--- config.mk ---
export PLATFORM = sky130hd
export DESIGN_NAME = uart_tx
export DESIGN_NICKNAME = d
export VERILOG_FILES = /design/src/rtl/uart_pkg.sv /design/src/rtl/uart_tx.sv
export SDC_FILE = /design/constraint.sdc
export NUM_CORES = 1
export LEC_CHECK = 0
export ABC_AREA = 1
export CAP_MARGIN = 20
export CORE_ASPECT_RATIO = 1.25
export CORE_UTILIZATION = 51
export DETAILED_ROUTE_END_ITERATION = 6
export HOLD_SLACK_MARGIN = 0.03
export PLACE_DENSITY = 0.74
export SLEW_MARGIN = 20
export SYNTH_ARGS = -nofsm -noshare
export SYNTH_HDL_FRONTEND = slang
export SYNTH_SLANG_ARGS = --single-unit
export TNS_END_PERCENT = 50
--- constraint.sdc ---
create_clock -name i_Clock -period 2.73 [get_ports i_Clock]
set_input_delay 0.4095 -clock i_Clock [delete_from_list [all_inputs] [get_ports i_Clock]]
set_output_delay 0.4095 -clock i_Clock [all_outputs]
set_load 0.1 [all_outputs]
--- src/rtl/uart_pkg.sv ---
// Shared UART definitions: FSM state encoding and default timing constants.
// Intended to be shared by the transmitter and a future receiver.
package uart_pkg;

    localparam int CLKS_PER_BIT_50M_9600 = 5208;
    localparam int UART_DATA_W           = 8;

    typedef enum logic [2:0] {
        IDLE   = 3'd0,
        START  = 3'd1,
        DATA   = 3'd2,
        PARITY = 3'd3,
        STOP   = 3'd4
    } uart_state_e;

endpackage : uart_pkg

--- src/rtl/uart_tx.sv ---
// 8N(STOP_BITS) UART transmitter, LSB first, idle-high line.
// Optional even-parity bit between data and stop bits when UART_TX_PARITY_EN
// is defined; the default build sends no parity.
// Bit timing is a single counter cleared on frame accept, so every bit edge is
// aligned to the clock edge that accepted the byte. All outputs are flops.
module uart_tx
    import uart_pkg::*;
#(
    parameter int CLKS_PER_BIT = CLKS_PER_BIT_50M_9600,
    parameter int STOP_BITS    = 2
) (
    input  logic                   i_Clock,
    input  logic                   i_Rst_n,
    input  logic                   i_Tx_DV,
    input  logic [UART_DATA_W-1:0] i_Tx_Byte,
    output logic                   o_Tx_Ready,
    output logic                   o_Tx_Active,
    output logic                   o_Tx_Serial,
    output logic                   o_Tx_Done
);

    localparam int              CNT_W    = $clog2(CLKS_PER_BIT);
    localparam logic [CNT_W-1:0] CNT_LAST = CNT_W'(CLKS_PER_BIT - 1);
    localparam logic [2:0]       STOP_LAST = 3'(STOP_BITS - 1);

    uart_state_e            state_q, state_d;
    logic [CNT_W-1:0]       clk_cnt_q, clk_cnt_d;
    logic [2:0]             bit_idx_q, bit_idx_d;   // data index, then stop-bit index
    logic [UART_DATA_W-1:0] shift_q, shift_d;       // shift_q[0] is the bit on the line
    logic                   serial_q, serial_d;
    logic                   ready_q, ready_d;
    logic                   active_q, active_d;
    logic                   done_q, done_d;
`ifdef UART_TX_PARITY_EN
    logic                   parity_q, parity_d;
`endif

    logic bit_end;
    assign bit_end = (clk_cnt_q == CNT_LAST);

    // Next-state and registered-output logic; outputs are computed for the
    // state being entered so they change on the same edge as the state.
    always_comb begin
        state_d   = state_q;
        clk_cnt_d = clk_cnt_q;
        bit_idx_d = bit_idx_q;
        shift_d   = shift_q;
        serial_d  = serial_q;
        ready_d   = ready_q;
        active_d  = active_q;
        done_d    = 1'b0;
`ifdef UART_TX_PARITY_EN
        parity_d  = parity_q;
`endif
        case (state_q)
            IDLE: begin
                if (i_Tx_DV) begin
                    state_d   = START;
                    shift_d   = i_Tx_Byte;
                    clk_cnt_d = '0;
                    bit_idx_d = '0;
                    serial_d  = 1'b0;
                    ready_d   = 1'b0;
                    active_d  = 1'b1;
`ifdef UART_TX_PARITY_EN
                    parity_d  = ^i_Tx_Byte;
`endif
                end
            end
            START: begin
                if (bit_end) begin
                    clk_cnt_d = '0;
                    state_d   = DATA;
                    serial_d  = shift_q[0];
                end else begin
                    clk_cnt_d = clk_cnt_q + CNT_W'(1);
                end
            end
            DATA: begin
                if (bit_end) begin
                    clk_cnt_d = '0;
                    shift_d   = shift_q >> 1;
                    if (bit_idx_q == 3'd7) begin
                        bit_idx_d = '0;
`ifdef UART_TX_PARITY_EN
                        state_d   = PARITY;
                        serial_d  = parity_q;
`else
                        state_d   = STOP;
                        serial_d  = 1'b1;
`endif
                    end else begin
                        bit_idx_d = bit_idx_q + 3'd1;
                        serial_d  = shift_q[1];
                    end
                end else begin
                    clk_cnt_d = clk_cnt_q + CNT_W'(1);
                end
            end
`ifdef UART_TX_PARITY_EN
            PARITY: begin
                if (bit_end) begin
                    clk_cnt_d = '0;
                    state_d   = STOP;
                    serial_d  = 1'b1;
                end else begin
                    clk_cnt_d = clk_cnt_q + CNT_W'(1);
                end
            end
`endif
            STOP: begin
                if (bit_end) begin
                    clk_cnt_d = '0;
                    if (bit_idx_q == STOP_LAST) begin
                        state_d   = IDLE;
                        bit_idx_d = '0;
                        ready_d   = 1'b1;
                        active_d  = 1'b0;
                        done_d    = 1'b1;
                    end else begin
                        bit_idx_d = bit_idx_q + 3'd1;
                    end
                end else begin
                    clk_cnt_d = clk_cnt_q + CNT_W'(1);
                end
            end
            default: begin
                state_d   = IDLE;
                clk_cnt_d = '0;
                bit_idx_d = '0;
                serial_d  = 1'b1;
                ready_d   = 1'b1;
                active_d  = 1'b0;
            end
        endcase
    end

    // State and output registers; reset forces the line high immediately.
    always_ff @(posedge i_Clock or negedge i_Rst_n) begin
        if (!i_Rst_n) begin
            state_q   <= IDLE;
            clk_cnt_q <= '0;
            bit_idx_q <= '0;
            shift_q   <= '0;
            serial_q  <= 1'b1;
            ready_q   <= 1'b1;
            active_q  <= 1'b0;
            done_q    <= 1'b0;
`ifdef UART_TX_PARITY_EN
            parity_q  <= 1'b0;
`endif
        end else begin
            state_q   <= state_d;
            clk_cnt_q <= clk_cnt_d;
            bit_idx_q <= bit_idx_d;
            shift_q   <= shift_d;
            serial_q  <= serial_d;
            ready_q   <= ready_d;
            active_q  <= active_d;
            done_q    <= done_d;
`ifdef UART_TX_PARITY_EN
            parity_q  <= parity_d;
`endif
        end
    end

    assign o_Tx_Serial = serial_q;
    assign o_Tx_Ready  = ready_q;
    assign o_Tx_Active = active_q;
    assign o_Tx_Done   = done_q;

endmodule : uart_tx
==> results.toml <==
[detailed_routing]
route.detailed.drc = 1
wire_per_inst_um = 12.4
vias = 1749
firstDrtPassIters = 6
drt_iter0_drc = 96
antenna_left = 0
vias_per_cell = 5.35
drt_wl_total_um = 4060

[logic_synthesis]
ys_top_cells_by_area = "dfrtp_1 (37%), nand2_1 (18%), nand3_1 (6.4%)"
syn_nets = 283
synth_warnings = 0
async_flop_share_pct = 100
synth_ff_type = "dfrtp_1"
synth_area_per_cell_um2 = 7.33
synth.distinct_cells = 29
synth_edf_count = 0
syn_area_um2 = 1960
ys_seq_elements = 31
synth_largest_area_cell = "dfrtp_1"
synth_top_area_share_pct = 37.1
yosys.cell_count.top_type = "nand2_1"
synthTopCellsByCount = "nand2_1 (93), dfrtp_1 (29), inv_1 (25), nand3_1 (25), nor2_1 (20)"
syn_inst = 267
yosysSeqAreaShare_pct = 39.8

[worst_setup_path]
path_cells = "ha_1, nand2_1, nor2_1, nand3_2, a21oi_4, nand2_2, nand2_1, nand2_1"
critical_path.top_delay_family = "simple AND/OR/NAND/NOR gates"
required_ns = 2.91
worstPathMaxFanout = 5
worst-path-buf-inv = 0
max_stage_delay_ns = 0.38
worstSetupStartpointType = "register"
worstPathArrival_ns = 1.75
cp_common_cell = "nand2_1"
cp-end-kind = "register"
crit_type = "register to register"
crit_path_top_delay_cell = "dfrtp_1"

[timing]
fin_crit_sh_pct = 57.5
tns_ns = 0
timing.slew.headroom_pct = 73.3
max_freq_mhz = 637
report.final.slew_viol_count = 0
clock_skew_ns = 0.00556
hold_viol = 0
setup_viol = 0
timing.final.ws_setup_ns = 1.16
layout_min_cycle_time_ns = 1.57
worstMarginPinSlew_ns = 0.401
rsz0062_at_grt = "false"

[global_routing]
antenna_found_initial = 0
grtUsageMet1_pct = 29.3
grt_pass1_wl_um = 7400
grtUsageMet2_pct = 37.9
grt_max_degree = 32
overflow = 0
grt_use_met3_pct = 5.60
grt.busiest_layer = "met2"
grt_pass1_vias = 1742
grt_use_total_pct = 23.6

[place]
io_buffers = 14
place_area_um2 = 2130
placed_cells = 319
pre_cts_slack_ns = 0.882
gp_congestion = 0.842
dpl.hpwl_um = 3020

[power]
p_per_area_nw_per_um2 = 403
p_leak_uw = 0.00112
peakVddDrop_mv = 0.266

[finish]
drive_gt1_share_pct = 14.9
post-route-cell-area_um2 = 2230
final_nets = 303
diodes = 0
postLayoutCoreUtil_pct = 62.3
nFillCells = 343
layout.cells.non_filler = 327
synthToLayoutAreaGrowth_pct = 13.8

[clock_tree]
ctsResizeCount = 0
root_buffer = "clkbuf_8"
clockBufferDepth = 2
cts.sinks = 31
postCtsSetupBuffers = 0
worst_skew_pair.late_latency_ns = 0.29
cts_tree = "yes"
cts.htree.levels = 2
cts_buffers = 5
cts_hold_buffers = 0
path_clk_slew_ns = 0.07

[floorplan]
rows = 24
die_height_um = 71.3
dieArea_um2 = 4090
die_w_um = 57.4
core_um2 = 3570
start_util_pct = 54.8
ioPinCount = 15

[run_status]
status = "finished with violations"
failed_checks = "DRC"

[min_path]
hold_class = "register to register"

[job]
maxCapViolCount = 0
cell type report:
type                    count  area, µm²  share of cell area (%)
well taps                  39       48.8                    2.19
inverters                  30        113                    5.06
multi-input cells         204       1050                    47.1
clock buffers               8        100                    4.49
repair buffers             15        138                    6.18
flip-flops and latches     31        778                    34.9
worst reg2reg max path: stages (launching register included):
cell and delay, ns:
dfrtp_1 0.38, ha_1 0.25, nand2_1 0.14, nor2_1 0.16, nand3_2 0.14, a21oi_4 0.19
nand2_2 0.09, nand2_1 0.06, nand2_1 0.05
metal layers:
metal	wire [µm]	vias up
met5	0	-
met4	114	0
met3	184	11
met2	2000	40
met1	1770	795
li1	-	903
registers in the layout, indices dropped and copies added, names as in the netlist:
name,count
state_q,3
o_Tx_Active,1
o_Tx_Ready,1
o_Tx_Done,1
o_Tx_Serial,1
bit_idx_q,3
clk_cnt_q,13
shift_q,8
final timing paths:
check                      depth (start not counted)                  endpoint                      from  slack (ns)
min                                                2    o_Tx_Ready$_DFFE_PN1P_    o_Tx_Ready$_DFFE_PN1P_        0.47
min reg2reg                                        2    o_Tx_Ready$_DFFE_PN1P_    o_Tx_Ready$_DFFE_PN1P_        0.47
max reg2reg                                        8  bit_idx_q[0]$_DFFE_PN0P_  clk_cnt_q[1]$_DFFE_PN0P_        1.16
max in group asynchronous                          2   o_Tx_Serial$_DFFE_PN1P_                   i_Rst_n        1.89
min in group asynchronous                          2  clk_cnt_q[7]$_DFFE_PN0P_                   i_Rst_n        0.51
max                                                8  bit_idx_q[0]$_DFFE_PN0P_  clk_cnt_q[1]$_DFFE_PN0P_        1.16
cell families after synthesis:
| kind of cell | count (synthesis) | synth area share (%) |
|---|---|---|
| buffers and inverters | 32 | 6.59 |
| XOR/XNOR | 1 | 0.448 |
| AND/OR/NAND/NOR | 176 | 43.2 |
| adder cells (fa/ha/maj) | 5 | 3.20 |
| AO/OA/AOI/OAI | 22 | 6.84 |
| flip-flops | 31 | 39.8 |
cells in the final DEF (no fill, tap or decap):
cell             instances
ha_1                     5
nor2_2                   3
clkbuf_1                 1
inv_1                   25
a21oi_4                  1
clkdlybuf4s50_1         10
nand3_4                  1
a21oi_1                  6
a21oi_2                  1
buf_4                    5
o21ai_1                  3
inv_2                    5
o22ai_1                  1
nand3_2                  3
a21boi_0                 2
dfstp_2                  2
xor2_1                   1
nand4_4                  1
nor2_4                   3
o21ai_0                  7
nor3_1                   7
o31ai_1                  1
dfrtp_1                 29
nand4_1                  9
nand2_1                 93
nor3_2                   1
nor2_1                  20
nand2_2                  8
clkbuf_8                 7
nand3_1                 25
nand2_4                  2
per-stage QoR:
| step | hold WS [ns] | total power, µW |
|---|---|---|
| detailed placement | 0.455 | 505 |
| global placement | 0.455 | 504 |
| floorplan | 0.114 | 478 |
| finish | 0.465 | 897 |
| global route | 0.506 | 928 |
| CTS | 0.467 | 908 |
power breakdown:
group	internal [µW]	switching (µW)
sequential	460	0.646
clock	230	172
combinational	16.9	17.3
total	707	190
Note: power is estimated with default switching activity, not from simulation.
